`config.mk`:
```
export PLATFORM = sky130hd
export DESIGN_NAME = ether_rx_ctrl
export DESIGN_NICKNAME = d
export VERILOG_FILES = /design/src/rtl/ether_pkg.sv /design/src/rtl/rx_word_decode.sv /design/src/rtl/ether_rx_ctrl.sv
export SDC_FILE = /design/constraint.sdc
export NUM_CORES = 1
export LEC_CHECK = 0
export ABC_AREA = 1
export BUFFER_PORTS_ARGS = -buffer_cell sky130_fd_sc_hd__buf_2
export CAP_MARGIN = 20
export CORE_ASPECT_RATIO = 1.4
export CORE_UTILIZATION = 48
export CTS_BUF_LIST = sky130_fd_sc_hd__clkbuf_16
export CTS_CLUSTER_SIZE = 40
export DETAILED_ROUTE_END_ITERATION = 7
export PLACE_DENSITY_LB_ADDON = 0.15
export SLEW_MARGIN = 20
export SYNTH_ARGS = -nofsm -noshare
export SYNTH_HDL_FRONTEND = slang
export SYNTH_HIERARCHICAL = 1
export SYNTH_SLANG_ARGS = --single-unit
```
`constraint.sdc`:
```
create_clock -name clk -period 1.4 [get_ports clk]
set_input_delay 0.28 -clock clk [delete_from_list [all_inputs] [get_ports clk]]
set_output_delay 0.28 -clock clk [all_outputs]
set_load 0.05 [all_outputs]
```
`src/rtl/ether_pkg.sv`:
```
// Shared definitions for the Ethernet receive controller: word field positions,
// default widths and FSM state encodings.
package ether_pkg;

  localparam int RW_BIT   = 31;
  localparam int ADDR_MSB = 30;
  localparam int ADDR_LSB = 16;
  localparam int DATA_MSB = 15;
  localparam int DATA_LSB = 0;

  localparam int DEF_ADDR_WIDTH   = ADDR_MSB - ADDR_LSB + 1;
  localparam int DEF_DATA_WIDTH   = DATA_MSB - DATA_LSB + 1;
  localparam int DEF_RESP_TIMEOUT = 64;

  localparam logic [1:0] IDLE      = 2'd0;
  localparam logic [1:0] ISSUE     = 2'd1;
  localparam logic [1:0] WAIT_RESP = 2'd2;
  localparam logic [1:0] TX_REQ    = 2'd3;

endpackage

```
`src/rtl/rx_word_decode.sv`:
```
// Registered field split of a received 32-bit word into rw/addr/data,
// updated only when load_i is asserted and otherwise holding its value.
module rx_word_decode
  import ether_pkg::*;
#(
  parameter int ADDR_WIDTH = DEF_ADDR_WIDTH,
  parameter int DATA_WIDTH = DEF_DATA_WIDTH
) (
  input  logic                  clk,
  input  logic                  rst,
  input  logic                  load_i,
  input  logic [31:0]           word_i,
  output logic                  rw_o,
  output logic [ADDR_WIDTH-1:0] addr_o,
  output logic [DATA_WIDTH-1:0] data_o
);

  logic                  rw_q, rw_d;
  logic [ADDR_WIDTH-1:0] addr_q, addr_d;
  logic [DATA_WIDTH-1:0] data_q, data_d;

  always_comb begin
    rw_d   = rw_q;
    addr_d = addr_q;
    data_d = data_q;
    if (load_i) begin
      rw_d   = word_i[RW_BIT];
      addr_d = word_i[ADDR_LSB +: ADDR_WIDTH];
      data_d = word_i[DATA_LSB +: DATA_WIDTH];
    end
  end

  always_ff @(posedge clk) begin
    if (rst) begin
      rw_q   <= 1'b0;
      addr_q <= '0;
      data_q <= '0;
    end else begin
      rw_q   <= rw_d;
      addr_q <= addr_d;
      data_q <= data_d;
    end
  end

  assign rw_o   = rw_q;
  assign addr_o = addr_q;
  assign data_o = data_q;

endmodule

```
`src/rtl/ether_rx_ctrl.sv`:
```
// Turns received words into single-outstanding register bus transactions and
// forwards read responses to the transmit path. Option: ETHER_RX_CTRL_DROP_COUNT_EN.
module ether_rx_ctrl
  import ether_pkg::*;
#(
  parameter int ADDR_WIDTH   = DEF_ADDR_WIDTH,
  parameter int DATA_WIDTH   = DEF_DATA_WIDTH,
  parameter int RESP_TIMEOUT = DEF_RESP_TIMEOUT
) (
  input  logic                  clk,
  input  logic                  rst,
  input  logic                  axiiv,
  input  logic [31:0]           axiid,
  output logic [ADDR_WIDTH-1:0] addr_o,
  output logic [DATA_WIDTH-1:0] data_o,
  output logic                  rw_o,
  output logic                  valid_o,
  input  logic                  resp_valid_i,
  input  logic [DATA_WIDTH-1:0] resp_data_i,
  output logic                  tx_start_o,
  output logic [DATA_WIDTH-1:0] tx_data_o,
  input  logic                  tx_busy_i,
  output logic                  busy_o,
`ifdef ETHER_RX_CTRL_DROP_COUNT_EN
  output logic [15:0]           drop_count_o,
`endif
  output logic                  timeout_o
);

  localparam int CW = $clog2(RESP_TIMEOUT) + 1;
  // The timeout is taken when the counter's next value would reach RESP_TIMEOUT-1.
  localparam logic [CW-1:0] CNT_LAST = CW'(RESP_TIMEOUT - 2);

  logic [1:0]            state_q, state_d;
  logic [CW-1:0]         cnt_q, cnt_d;
  logic [DATA_WIDTH-1:0] tx_data_q, tx_data_d;
  logic                  timeout_q, timeout_d;
  logic                  load;
  logic                  tx_start;
  logic                  word_rw;

  rx_word_decode #(
    .ADDR_WIDTH (ADDR_WIDTH),
    .DATA_WIDTH (DATA_WIDTH)
  ) u_decode (
    .clk    (clk),
    .rst    (rst),
    .load_i (load),
    .word_i (axiid),
    .rw_o   (word_rw),
    .addr_o (addr_o),
    .data_o (data_o)
  );

  always_comb begin
    state_d   = state_q;
    cnt_d     = cnt_q;
    tx_data_d = tx_data_q;
    timeout_d = 1'b0;
    load      = 1'b0;
    tx_start  = 1'b0;
    case (state_q)
      IDLE: begin
        if (axiiv) begin
          load    = 1'b1;
          state_d = ISSUE;
        end
      end
      ISSUE: begin
        if (word_rw) begin
          state_d = IDLE;
        end else begin
          cnt_d   = '0;
          state_d = WAIT_RESP;
        end
      end
      WAIT_RESP: begin
        // A response arriving on the last allowed cycle still beats the timeout.
        if (resp_valid_i) begin
          tx_data_d = resp_data_i;
          state_d   = TX_REQ;
        end else if (cnt_q == CNT_LAST) begin
          timeout_d = 1'b1;
          state_d   = IDLE;
        end else begin
          cnt_d = cnt_q + 1'b1;
        end
      end
      TX_REQ: begin
        if (!tx_busy_i) begin
          tx_start = 1'b1;
          state_d  = IDLE;
        end
      end
      default: state_d = IDLE;
    endcase
  end

  always_ff @(posedge clk) begin
    if (rst) begin
      state_q   <= IDLE;
      cnt_q     <= '0;
      tx_data_q <= '0;
      timeout_q <= 1'b0;
    end else begin
      state_q   <= state_d;
      cnt_q     <= cnt_d;
      tx_data_q <= tx_data_d;
      timeout_q <= timeout_d;
    end
  end

`ifdef ETHER_RX_CTRL_DROP_COUNT_EN
  logic [15:0] drop_cnt_q, drop_cnt_d;

  // Acceptance looks only at the current state, so a word arriving while the
  // FSM is on its way back to IDLE is still counted as dropped.
  always_comb begin
    drop_cnt_d = drop_cnt_q;
    if (axiiv && (state_q != IDLE) && (drop_cnt_q != 16'hFFFF)) begin
      drop_cnt_d = drop_cnt_q + 16'd1;
    end
  end

  always_ff @(posedge clk) begin
    if (rst) begin
      drop_cnt_q <= '0;
    end else begin
      drop_cnt_q <= drop_cnt_d;
    end
  end

  assign drop_count_o = drop_cnt_q;
`endif

  assign rw_o       = word_rw;
  assign valid_o    = (state_q == ISSUE);
  assign busy_o     = (state_q != IDLE);
  assign tx_start_o = tx_start;
  assign tx_data_o  = tx_data_q;
  assign timeout_o  = timeout_q;

endmodule
```
==> results.md, run 1 <==
* Status: finished clean
* Worst-path fanout max at 4
* Clock network power share at 38.0%
* Worst-path clk slew at 50 ps
* Worst-Skew Late Latency at 320 ps
* TNS Setup at 0 ps
* WP data required at 1120 ps
* Drt wl/cell at 10.7 microns
* Clock Sinks at 58
* Hpwl dp at 4.10 mm
* Slowest cell on crit path: dfxtp_4
* Core ar. at 5280 sq um
* CTS root buf: clkbuf_16
* Port Buffer Count at 104
* Unique masters post-synth at 28
* Routed vias at 2554
* Residual DRC at 0
* Wire length of the first global-routing pass at 9.73 mm
* H-tree depth at 3
* Crit path max-delay family: flip-flops
* GR Util All Layers at 21.2%
* Slew Viols, Final at 0
* Die Footprint at 5910 sq um
* Synth Register Bits at 58
* Fmax at 0.739 GHz
* Layout area overhead at 35.1%
* Cells along the critical path: inv_2 -> nand2_2 -> buf_6
* Largest cells by area after synthesis: dfxtp_1 (43%), nand2_1 (14%), nor2_1 (9.8%), inv_1 (6.6%), nand3_2 (3.7%)
* Pin count of the biggest net entering global routing at 38
* Non-filler cells in the finished layout at 550
* Synthesized area at 2690 sq um
* I/O pins at 105
* CP Launch Type: register
* Cell Pwr Density at 1760 nW/um^2
* Syn nets at 427
* CTS Hold Bufs at 0
* Number of routed nets with antenna violations at 0
* # diodes at 0
* Total CTS buffers at 9
* Post-layout min period at 1350 ps
* Drt pass-1 iters at 4
* Synth Area per Inst at 7.23 sq um
* Fraction of layout instances using a drive strength above 1 at 35.1%
* Switching portion of total power at 35.0%
* Combinational share of power at 30.5%
* Peak supply drop at 0.935 mV
* Measured slew at the worst slew-check pin at 367 ps
* Cells after Synth at 372
* Total wire length at 5.87 mm
* Sequential power share at 31.5%
* Vias per Instance at 4.64
* Crit path capture type: output port
* Clock Skew at 3.26 ps
* Layout Nets at 534
* Cells after DPL at 533
* Initial Utilization at 51.0%
* Setup CP Type: reg -> out
* Unrepaired setup endpoints after global routing: no
* Clock Tree Buf Depth at 2
* HP Class: in -> reg
* # rows at 31
* Vias in the first global route at 2341
* Post-synth top area cell: dfxtp_1
* Final Setup Violations at 0
* Synth top area share at 43.2%
* Die width at 65.3 microns
* Drt initial violations at 78
* GP Congestion at 0.811
* DIE HEIGHT at 90.6 microns
* Worst EP arrival at 1070 ps
* Worst slew margin at 75.5%
* Period utilisation layout at 96.6%
* CTS tree: done
* Sw power at 2.24 mW
* Maxcap violations at 0
* Final hold vios at 0
* R2R setup slack at 120 ps
* Synthesis Warnings at 6
* CP Buf/Inv Count at 2
* Leakage at 1.89 nW
* Initial antenna violation count at 0
* CP max stage delay at 360 ps
* Post-synthesis sequential area ratio at 43.2%
* Congestion Overflow GR at 0
* Internal power at 4.16 mW
power by group through the flow:
stage                     Sequential [mW]  Clock [mW]  Combinational, mW
after floorplan                      2.67           0              0.906
after global placement               2.04           0               1.88
after detailed placement             2.04           0               1.92
after CTS                            2.01        2.48               1.96
after global routing                 2.04        2.55               2.11
final                                2.02        2.43               1.95
synthesized netlist by cell type (all sizes together):
cell type  instances
a21oi             20
a31oi              1
buf               16
clkbuf             2
dfxtp             58
ha                 2
inv               49
nand2            108
nand3             29
nand3b             1
nand4              3
nor2              76
nor3               1
nor3b              1
nor4               1
o211ai             1
o21ai              3
worst register-to-register path, delay by kind of cell (launching register included):
kind / cells / cell delay, ps
buf+inv: 2 / 180
simple gates: 4 / 690
flops: 1 / 350
worst paths after layout:
path             startpoint       endpoint  depth (start not counted)
max reg2reg      state_q[0]     state_q[1]                          6
min          resp_data_i[9]   tx_data_o[9]                          3
min reg2reg   tx_data_o[14]  tx_data_o[14]                          2
max              state_q[1]         busy_o                          3
state kept, by name, indices dropped and copies added, names as in the netlist:
signal           count
state_q              2
cnt_q                7
tx_data_o           16
u_decode/rw_o        1
u_decode/data_o     16
u_decode/addr_o     15
timeout_o            1
logic make-up after synthesis:
family | share of synthesized area (%)
flip-flops | 43.2
adder cells (fa/ha/maj) | 0.931
AND/OR/NAND/NOR | 37.3
buffers and inverters | 12.4
AO/OA/AOI/OAI | 6.19
metal layers:
metal	vias to the layer above	track usage (%)	wire [microns]
li1	1341	-	-
met1	1124	22.2	2480
met2	85	37.5	2970
met3	4	6.57	369
met4	0	9.78	61
met5	-	0	0
area by class of cell:
type	count	area (sq um)
Fill cell	490	1640
Multi-Input combinational cell	247	1210
Sequential cell	58	1170
Timing Repair Buffer	114	648
Clock buffer	9	225
Inverter	49	186
Clock inverter	7	110
Tap cell	66	82.6
stage by stage:
stage / hold WS [ps] / instance area, sq um / util, % / total power, mW / worst slack (ps)
2_1_floorplan: 429 / 2690 / - / 3.58 / -123
3_3_place_gp: 448 / 3260 / 61.8 / 3.92 / 128
3_5_place_dp: 452 / 3260 / 61.8 / 3.96 / 94.0
4_1_cts: 208 / 3620 / 68.7 / 6.46 / 6.73
5_1_grt: 213 / 3630 / 68.9 / 6.70 / 3.68
6_report: 221 / 3630 / 68.9 / 6.40 / 47.4
cell usage in the layout (no fill, tap or decap), types with 2 or more instances in the layout:
| master | instances |
|---|---|
| a21oi_1 | 10 |
| a21oi_2 | 10 |
| buf_12 | 3 |
| buf_2 | 101 |
| buf_4 | 8 |
| buf_6 | 2 |
| bufinv_16 | 3 |
| clkbuf_16 | 9 |
| dfxtp_1 | 55 |
| dfxtp_4 | 2 |
| ha_1 | 2 |
| inv_1 | 49 |
| nand2_1 | 100 |
| nand2_2 | 5 |
| nand2_4 | 2 |
| nand3_1 | 19 |
| nand3_2 | 10 |
| nand4_1 | 3 |
| nor2_1 | 68 |
| nor2_2 | 4 |
| nor2_4 | 4 |
| o21ai_0 | 3 |
repair_timing:
item,in CTS,in global routing
buffers inserted,1,0
resized for setup,9,4
endpoints found under the hold margin,0,0
endpoints found under the setup margin,3,9
pin swaps,1,1
No activity file was read; power rests on OpenSTA's default activity.
==> inputs of run 2 (changes only) <==
--- a/config.mk
+++ b/config.mk
@@ -9,12 +9,13 @@
 export BUFFER_PORTS_ARGS = -buffer_cell sky130_fd_sc_hd__buf_2
 export CAP_MARGIN = 20
 export CORE_ASPECT_RATIO = 1.4
+export CORE_MARGIN = 1.5
 export CORE_UTILIZATION = 48
 export CTS_BUF_LIST = sky130_fd_sc_hd__clkbuf_16
 export CTS_CLUSTER_SIZE = 40
 export DETAILED_ROUTE_END_ITERATION = 7
 export PLACE_DENSITY_LB_ADDON = 0.15
-export SLEW_MARGIN = 20
+export SLEW_MARGIN = 25
 export SYNTH_ARGS = -nofsm -noshare
 export SYNTH_HDL_FRONTEND = slang
 export SYNTH_HIERARCHICAL = 1
==> constraint.sdc (replaced) <==
create_clock -name clk -period 1.4 [get_ports clk]
set_input_delay 0.28 -clock clk [delete_from_list [all_inputs] [get_ports clk]]
set_output_delay 0.28 -clock clk [all_outputs]
set_load 0.005 [all_outputs]
==> run 2 against run 1 <==
Clock skew barely moved. Combinational power fell by 39%. Sequential cell count did not move. Clock power fell by 26%. Sequential share of layout area rose by 1.2 points. Fmax rose by 1.7%. Register-to-register slack improved by 20 ps. Non-clock buffer count fell by 1. Setup slack improved by 23 ps. Critical path type unchanged. Critical endpoint is now tx_start_o. Highest routed layer unchanged.
==> results.md, run 2 (same netlist as run 1, synthesis figures left out) <==
* Worst slew margin at 78.0% (+2.6 points)
* Period utilisation layout at 95.0% (-1.7 points)
* Vias per Instance at 4.63 (-0.37%)
* Hpwl dp at 4.17 mm (+1.7%)
* HP Class: in -> reg
* Layout Nets at 533 (-0.19%)
* Worst-path clk slew at 50 ps (about the same)
* Port Buffer Count at 104 (unchanged)
* CTS tree: done
* # diodes at 0 (unchanged)
* Initial antenna violation count at 0 (unchanged)
* Post-layout min period at 1330 ps (-23.2 ps)
* Setup CP Type: reg -> out
* Met2 Usage GRT at 34.8% (-2.8 points)
* Pin count of the biggest net entering global routing at 65 (+71%)
* Vias in the first global route at 2297 (-1.9%)
* Most frequent cells in the layout: buf_2 (104), nand2_1 (100), nor2_1 (69)
* Most used routing layer in global routing: met2
* Worst EP arrival at 1050 ps (-20 ps)
* Slew Viols, Final at 0 (unchanged)
* Worst r2r src: cnt_q[0]
* Clock Tree Buf Depth at 2 (unchanged)
* Crit path capture type: output port
* GP Congestion at 0.885 (+9.1%)
* Final Setup Violations at 0 (unchanged)
* Number of routed nets with antenna violations at 0 (unchanged)
* # rows at 32 (+3.2%)
* Drt pass-1 iters at 4 (unchanged)
* Fill cell count at 537 (+9.6%)
* DIE HEIGHT at 91.6 microns (+1.1%)
* Clock Sinks at 58 (unchanged)
* Unrepaired setup endpoints after global routing: no
* WP data required at 1120 ps (about the same)
* Met1 usage at 21.8% (-0.34 points)
* Post-layout util at 64.1% (-4.7 points)
* Fraction of layout instances using a drive strength above 1 at 34.7% (-0.40 points)
* Die Footprint at 6070 sq um (+2.7%)
* CP Launch Type: register
* Clock Skew at 3.26 ps (-0.00147 ps)
* Core ar. at 5450 sq um (+3.2%)
* Worst-path fanout max at 5 (+1)
* Status: finished clean
* Worst-Skew Late Latency at 320 ps (about the same)
* Drt initial violations at 113 (+45%)
* Die width at 66.3 microns (+1.5%)
* Peak supply drop at 0.837 mV (-10%)
* Maxcap violations at 0 (unchanged)
* Measured slew at the worst slew-check pin at 329 ps (-38.4 ps)
* Routed vias at 2540 (-0.55%)
* Layout area overhead at 29.9%
* GR Util All Layers at 20.1% (-1.1 points)
* Total CTS buffers at 9 (unchanged)
* Residual DRC at 0 (unchanged)
* H-tree depth at 3 (unchanged)
* Total wire length at 5.72 mm (-2.6%)
* Wire length of the first global-routing pass at 9.60 mm (-1.4%)
* Commonest non-fill, non-tap cell in the layout: buf_2
* I/O pins at 105 (unchanged)
* Congestion Overflow GR at 0 (unchanged)
* Cell Pwr Density at 1440 nW/um^2 (-18%)
* Drt wl/cell at 10.4 microns (-2.5%)
* Hold path start: resp_data_i[5]
* Final hold vios at 0 (unchanged)
* TNS Setup at 0 ps (unchanged)
* CTS root buf: clkbuf_16
* Fmax at 0.752 GHz (+1.7%)
* Global-route track usage on met3 at 4.96% (-1.6 points)
* Crit. Startpoint: state_q[0]
* Initial Utilization at 49.4% (-1.6 points)
* Leakage at 1.83 nW (-3.3%)
==> run 2: worst max-delay path: stages, from the launching register on <==
cell and delay [ps]:
dfxtp_2 360, inv_2 80, nor3_1 160, buf_2 140
==> run 2: final timing paths <==
path / end / slack (ps) / cells past startpoint
hold reg to reg: tx_data_o[13] / 460 / 2
hold / removal: tx_data_o[5] / 220 / 3
setup / recovery: tx_start_o / 70 / 3
setup reg to reg: cnt_q[3] / 140 / 9
==> run 2: report_power, final <==
group	internal (mW)	switching, mW	leakage (nW)
clock	1.15	0.661	0.126
combinational	0.499	0.690	1.22
sequential	1.89	0.131	0.478
==> run 2: what timing repair did <==
item / in CTS / in global routing
buffers inserted: 0 / 0
gates resized for setup: 2 / 4
endpoints found under the setup margin: 2 / 9
hold buffers: 0 / 0
==> run 2: final cells by class <==
type                    instances  area (sq um)  share of cell area [%]
clock inverters                 5          25.0                   0.717
well taps                      68          85.1                    2.44
multi-input cells             247          1210                    34.5
clock buffers                   9           225                    6.45
flip-flops and latches         58          1170                    33.4
inverters                      49           184                    5.27
repair buffers                113           601                    17.2
==> run 2: routing by layer <==
metal | vias to the layer above | routed length, microns
li1 | 1338 | -
met1 | 1110 | 2400
met2 | 84 | 2800
met3 | 8 | 410
met4 | 0 | 106
met5 | - | 0
==> run 2: per-stage QoR <==
stage | std cells | cell area [sq um] | setup slack (ps) | power [mW] | hold slack (ps)
final | 549 | 3490 | 70.6 | 5.02 | 224
after global routing | 549 | 3490 | 7.99 | 5.33 | 217
after CTS | 549 | 3490 | 22.3 | 5.09 | 211
after detailed placement | 535 | 3230 | 110 | 3.24 | 453
after global placement | 535 | 3230 | 121 | 3.21 | 447
after floorplan | 372 | 2690 | 201 | 2.89 | 429
